<file path="src/rtl/einstein_kbd_matrix.sv">
// PS/2 set-2 key events to Tatung Einstein 8x8 keyboard matrix plus SHIFT/CTRL/GRAPH lines.
// Row scans answer with one registered cycle of latency.
module einstein_kbd_matrix (
  input  logic        clk_sys,
  input  logic        reset,
  input  logic [10:0] ps2_key,
  input  logic        clear,
  input  logic [7:0]  addr,
  output logic [7:0]  kb_cols,
  output logic [2:0]  modif,
  output logic        any_key
);

  // {extended, scancode} -> {valid, row[2:0], col[2:0]}
  function automatic logic [6:0] key_lookup(input logic [8:0] key);
    logic [6:0] e;
    case (key)
      9'h029: e = 7'b1_000_000; // SPACE
      9'h05A: e = 7'b1_000_001; // RETURN
      9'h066: e = 7'b1_000_010; // BACKSPACE
      9'h00D: e = 7'b1_000_011; // TAB
      9'h005: e = 7'b1_000_100; // F1
      9'h006: e = 7'b1_000_101; // F2
      9'h004: e = 7'b1_000_110; // F3
      9'h076: e = 7'b1_000_111; // ESC
      9'h16B: e = 7'b1_001_000; // LEFT
      9'h174: e = 7'b1_001_001; // RIGHT
      9'h175: e = 7'b1_001_010; // UP
      9'h172: e = 7'b1_001_011; // DOWN
      9'h00C: e = 7'b1_001_100; // F4
      9'h003: e = 7'b1_001_101; // F5
      9'h00B: e = 7'b1_001_110; // F6
      9'h083: e = 7'b1_001_111; // F7
      9'h015: e = 7'b1_010_000; // Q
      9'h01D: e = 7'b1_010_001; // W
      9'h024: e = 7'b1_010_010; // E
      9'h02D: e = 7'b1_010_011; // R
      9'h02C: e = 7'b1_010_100; // T
      9'h035: e = 7'b1_010_101; // Y
      9'h03C: e = 7'b1_010_110; // U
      9'h043: e = 7'b1_010_111; // I
      9'h04D: e = 7'b1_011_000; // P
      9'h01C: e = 7'b1_011_001; // A
      9'h01B: e = 7'b1_011_010; // S
      9'h023: e = 7'b1_011_011; // D
      9'h02B: e = 7'b1_011_100; // F
      9'h034: e = 7'b1_011_101; // G
      9'h033: e = 7'b1_011_110; // H
      9'h03B: e = 7'b1_011_111; // J
      9'h042: e = 7'b1_100_000; // K
      9'h04B: e = 7'b1_100_001; // L
      9'h04C: e = 7'b1_100_010; // ;
      9'h052: e = 7'b1_100_011; // '
      9'h01A: e = 7'b1_100_100; // Z
      9'h022: e = 7'b1_100_101; // X
      9'h021: e = 7'b1_100_110; // C
      9'h02A: e = 7'b1_100_111; // V
      9'h032: e = 7'b1_101_000; // B
      9'h031: e = 7'b1_101_001; // N
      9'h03A: e = 7'b1_101_010; // M
      9'h041: e = 7'b1_101_011; // ,
      9'h049: e = 7'b1_101_100; // .
      9'h04A: e = 7'b1_101_101; // /
      9'h044: e = 7'b1_101_110; // O
      9'h058: e = 7'b1_101_111; // CAPS LOCK
      9'h046: e = 7'b1_110_000; // 9
      9'h045: e = 7'b1_110_001; // 0
      9'h04E: e = 7'b1_110_010; // -
      9'h055: e = 7'b1_110_011; // =
      9'h054: e = 7'b1_110_100; // [
      9'h05B: e = 7'b1_110_101; // ]
      9'h05D: e = 7'b1_110_110; // backslash
      9'h171: e = 7'b1_110_111; // DELETE
      9'h016: e = 7'b1_111_000; // 1
      9'h01E: e = 7'b1_111_001; // 2
      9'h026: e = 7'b1_111_010; // 3
      9'h025: e = 7'b1_111_011; // 4
      9'h02E: e = 7'b1_111_100; // 5
      9'h036: e = 7'b1_111_101; // 6
      9'h03D: e = 7'b1_111_110; // 7
      9'h03E: e = 7'b1_111_111; // 8
      default: e = 7'b0_000_000;
    endcase
    return e;
  endfunction

  logic        strobe_r, armed_r;
  logic        ev_valid_r;
  logic [9:0]  ev_key_r;
  logic [63:0] matrix_r, matrix_nx_s;
  logic        shift_lt_r, shift_rt_r, ctrl_lt_r, ctrl_rt_r, graph_r;
  logic        shift_lt_nx_s, shift_rt_nx_s, ctrl_lt_nx_s, ctrl_rt_nx_s, graph_nx_s;
  logic [6:0]  lk_s;
  logic [7:0]  cols_or_s;
  logic        any_s;

  // Toggle tracking and capture of one pending event for next-cycle decode
  always_ff @(posedge clk_sys or posedge reset) begin
    if (reset) begin
      strobe_r   <= 1'b0;
      armed_r    <= 1'b0;
      ev_valid_r <= 1'b0;
      ev_key_r   <= 10'd0;
    end else begin
      strobe_r   <= ps2_key[10];
      armed_r    <= 1'b1;
      ev_valid_r <= armed_r && (ps2_key[10] != strobe_r) && !clear;
      ev_key_r   <= ps2_key[9:0];
    end
  end

  // Next key state: clear wins over any pending event; modifiers bypass the map
  always_comb begin
    matrix_nx_s   = matrix_r;
    shift_lt_nx_s = shift_lt_r;
    shift_rt_nx_s = shift_rt_r;
    ctrl_lt_nx_s  = ctrl_lt_r;
    ctrl_rt_nx_s  = ctrl_rt_r;
    graph_nx_s    = graph_r;
    lk_s          = key_lookup(ev_key_r[8:0]);
    if (clear) begin
      matrix_nx_s   = 64'd0;
      shift_lt_nx_s = 1'b0;
      shift_rt_nx_s = 1'b0;
      ctrl_lt_nx_s  = 1'b0;
      ctrl_rt_nx_s  = 1'b0;
      graph_nx_s    = 1'b0;
    end else if (ev_valid_r) begin
      case (ev_key_r[7:0])
        8'h12: shift_lt_nx_s = ev_key_r[9];
        8'h59: shift_rt_nx_s = ev_key_r[9];
        8'h14: begin
          if (ev_key_r[8]) begin
            ctrl_rt_nx_s = ev_key_r[9];
          end else begin
            ctrl_lt_nx_s = ev_key_r[9];
          end
        end
        8'h11: graph_nx_s = ev_key_r[9];
        default: begin
          if (lk_s[6]) begin
            matrix_nx_s[lk_s[5:0]] = ev_key_r[9];
          end else begin
            matrix_nx_s = matrix_r;
          end
        end
      endcase
    end else begin
      matrix_nx_s = matrix_r;
    end
  end

  // Key state registers
  always_ff @(posedge clk_sys or posedge reset) begin
    if (reset) begin
      matrix_r   <= 64'd0;
      shift_lt_r <= 1'b0;
      shift_rt_r <= 1'b0;
      ctrl_lt_r  <= 1'b0;
      ctrl_rt_r  <= 1'b0;
      graph_r    <= 1'b0;
    end else begin
      matrix_r   <= matrix_nx_s;
      shift_lt_r <= shift_lt_nx_s;
      shift_rt_r <= shift_rt_nx_s;
      ctrl_lt_r  <= ctrl_lt_nx_s;
      ctrl_rt_r  <= ctrl_rt_nx_s;
      graph_r    <= graph_nx_s;
    end
  end

  // Column scan: OR pressed keys of every selected (low) row, per column
  always_comb begin
    cols_or_s = 8'd0;
    for (int n = 0; n < 8; n++) begin
      if (!addr[n]) begin
        cols_or_s = cols_or_s | matrix_r[n*8 +: 8];
      end else begin
        cols_or_s = cols_or_s;
      end
    end
    any_s = (|matrix_r) | shift_lt_r | shift_rt_r | ctrl_lt_r | ctrl_rt_r | graph_r;
  end

  // Registered outputs to the core
  always_ff @(posedge clk_sys or posedge reset) begin
    if (reset) begin
      kb_cols <= 8'hFF;
      modif   <= 3'b000;
      any_key <= 1'b0;
    end else begin
      kb_cols <= ~cols_or_s;
      modif   <= {ctrl_lt_r | ctrl_rt_r, graph_r, shift_lt_r | shift_rt_r};
      any_key <= any_s;
    end
  end

endmodule

</file>
<file path="config.mk">
export PLATFORM = sky130hd
export DESIGN_NAME = einstein_kbd_matrix
export DESIGN_NICKNAME = d
export VERILOG_FILES = /design/src/rtl/einstein_kbd_matrix.sv
export SDC_FILE = /design/constraint.sdc
export NUM_CORES = 1
export LEC_CHECK = 0
export ABC_AREA = 1
export CORE_MARGIN = 2
export CORE_UTILIZATION = 35
export CTS_BUF_LIST = sky130_fd_sc_hd__clkbuf_8
export DETAILED_ROUTE_END_ITERATION = 12
export PLACE_DENSITY = 0.48
export SYNTH_ARGS = -nofsm -noshare
export SYNTH_HDL_FRONTEND = slang
export SYNTH_SLANG_ARGS = --single-unit
</file>
<file path="constraint.sdc">
create_clock -name clk_sys -period 4.7 [get_ports clk_sys]
set_input_delay 0.47 -clock clk_sys [delete_from_list [all_inputs] [get_ports clk_sys]]
set_output_delay 0.47 -clock clk_sys [all_outputs]
set_load 0.01 [all_outputs]
</file>
==> results by group <==
Global route
  – Pin count of the biggest net entering global routing: 66
  – Vias in the first global route: 5980
  – Initial antenna violation count: 0
  – Remaining global-route overflow: 0
  – Global-route wire length before repair: 36800 microns
  – GR Util All Layers: 0.273

STA
  – Worst-Margin Slew: 937 ps
  – Slew Limit Fails: 0
  – Final period util: 0.772
  – Final Hold Fails: 0
  – Final setup viols: 0
  – Slew HR: 0.370
  – Fmax: 276 MHz
  – Final WS setup: 1070 ps
  – Setup TNS Final: 0 ps
  – Final Skew: 8.72 ps
  – RSZ-0062 raised after global routing: no
  – Fin crit period: 3630 ps

Clock network
  – H-tree depth: 3
  – CTS tree: yes
  – Post-CTS Setup Inserts: 0
  – Cts bufs inserted: 9
  – CTS Hold Bufs: 0
  – Clock Path Buffers: 2
  – Post_cts resized: 0
  – Clock transition at path regs: 100 ps
  – Clk sink count: 94
  – Root Buffer: clkbuf_8
  – Worst-Skew Late Latency: 380 ps

Pwr
  – LEAKAGE: 3.38 nW
  – PD cells: 234 nW/um^2
  – Comb power frac: 0.124
  – Seq pwr share: 0.532
  – Sw frac: 0.294
  – Internal Power: 1.11 mW
  – Total Power: 1.58 mW
  – Clock power frac: 0.344
  – VDD IR-drop max: 0.148 mV
  – Sw power: 0.464 mW

Die
  – Initial Util: 0.354
  – I/O pins: 34
  – Die Height: 136 microns
  – Die Wd: 136 microns
  – Row Count: 48
  – Core area: 17100 sq um
  – Die Area: 18400 sq um

Placement
  – Port bufs: 33
  – GP Congestion: 1.03
  – Placed Area: 6560 sq um
  – Dpl ws: 1120 ps
  – Dpl hpwl: 18200 microns

Detailed routing
  – Routed WL: 24100 microns
  – Drt drc: 0
  – Via count: 6343
  – Post-DRT Antenna Nets: 0
  – Vias/cell: 5.43
  – Routed length per placed instance: 20.6 microns
  – Drt first-iter violations: 693
  – First drt pass iteration count: 6

Synth
  – Count of flip-flops with a built-in enable after synthesis: 0
  – Most area-hungry cell type in the Yosys netlist: dfrtp_1
  – Yosys warning total: 0
  – Synth unique cells: 34
  – Post-synthesis sequential area ratio: 0.390
  – Syn Nets: 941
  – Register bit total from synthesis: 94
  – Ys flop type: dfrtp_1
  – Post-synth ARST share: 1.00
  – Synth area leaders: dfrtp_1 (35%), nand2_1 (16%), nor2_1 (10%), nand3_1 (9.3%), inv_1 (5.5%)
  – Synth top area share: 0.355
  – Synth Cell Area: 6060 sq um
  – Mapped Cells: 919
  – Most frequent cell after synthesis: nand2_1
  – Commonest cells post-synth: nand2_1 (253), nor2_1 (167), nand3_1 (113)
  – Avg Cell Area, Syn: 6.60 sq um

Setup path
  – Crit start category: flop
  – Setup CP Type: reg2reg
  – Critical Path AT: 3910 ps
  – CP endpoint kind: flop
  – Worst-path fanout max: 29
  – Worst endpoint required time: 4980 ps

Layout
  – Final instance area: 6750 sq um
  – N_diodes: 0
  – Nets@finish: 961
  – Layout cells sized above 1: 0.0551
  – Area growth, synth to finish: 11.3%

Worst hold path
  – Worst Hold Class: reg2reg

Run
  – Max_cap viols: 0

Outcome
  – Status: complete, no violations
[power by group through the flow]
stage | Sequential [mW] | Combinational [mW] | Clock (mW)
2_1_floorplan | 0.852 | 0.114 | 0
3_3_place_gp | 0.853 | 0.197 | 0
3_5_place_dp | 0.854 | 0.194 | 0
4_1_cts | 0.838 | 0.195 | 0.559
5_1_grt | 0.841 | 0.214 | 0.593
6_report | 0.838 | 0.196 | 0.542
[path summary, 6_finish.rpt]
kind	from	endpoint	slack (ps)	cells after the start
worst min-delay path	matrix_r[58]	kb_cols[2]	450	1
worst max register to register	ev_key_r[8]	matrix_r[4]	1070	15
max in group asynchronous	reset	ev_key_r[8]	3190	3
worst min register to register	matrix_r[58]	kb_cols[2]	450	1
min in group asynchronous	reset	any_key	610	2
worst max-delay path	ev_key_r[8]	matrix_r[4]	1070	15
[metal layers]
layer | vias up | share of wire | track usage | routed length, microns
met3 | 45 | 0.053 | 0.0389 | 1280
met1 | 3043 | 0.46 | 0.390 | 11100
met2 | 234 | 0.45 | 0.411 | 10800
met5 | - | 0 | 0 | 0
met4 | 0 | 0.037 | 0.119 | 896
li1 | 3021 | - | - | -
[metrics by stage]
stage,hold slack [ps],instances,utilization
6_report,453,1169,0.394
5_1_grt,476,1169,0.394
4_1_cts,456,1169,0.394
3_5_place_dp,438,1153,0.383
3_3_place_gp,439,1153,0.383
2_1_floorplan,374,919,-
[registers in the layout, indices dropped and copies added (netlist names)]
| name | flops |
|---|---|
| any_key | 1 |
| shift_rt_r | 1 |
| graph_r | 1 |
| modif | 3 |
| ev_valid_r | 1 |
| ctrl_lt_r | 1 |
| kb_cols | 8 |
| ctrl_rt_r | 1 |
| shift_lt_r | 1 |
| matrix_r | 64 |
| ev_key_r | 10 |
| armed_r | 1 |
| strobe_r | 1 |
[cell usage in the layout (no fill, tap or decap), types with 4 or more instances in the layout]
cell type        instances
nor2_1                 166
nand3_2                  4
nand3_1                113
inv_1                   90
nand3b_1                14
or2_2                    4
a21oi_1                 23
o21ai_0                 41
a221oi_1                 4
clkbuf_8                12
nand4_1                  9
clkdlybuf4s50_1         33
nor4_1                  18
o22ai_1                 12
nand2_1                253
dfrtp_1                 86
buf_4                    8
nor3_1                  15
nor2_2                   4
dfstp_2                  8
[cells by family after synthesis]
logic type	share of synthesized area
simple gates	0.433
flops	0.390
compound gates	0.0850
buf+inv	0.0889
other cells	0.000618
mux	0.00330
[worst max-delay path: stages (launching register included)]
cell     delay [ps]
dfrtp_1         580
inv_2           470
nand2_1         100
nor2_1          610
nand2_1         240
nand2_1         130
nor2_1           40
nand2_1         100
nor2_1           60
nand2_1          50
nor2_1           60
nor2_4          530
buf_4           310
nand2_1          70
nand3_1         100
nand2_1          60
[layout make-up]
cell class                 instances  area [sq um]
timing repair buffer              41           390
clock inverter                     4          21.3
sequential                        94          2360
clock buffer                      12           165
tap                              225           282
inverter                          93           352
fill                            1872         10400
multi-input combinational        700          3170
Power figures use the tool's default switching activity.
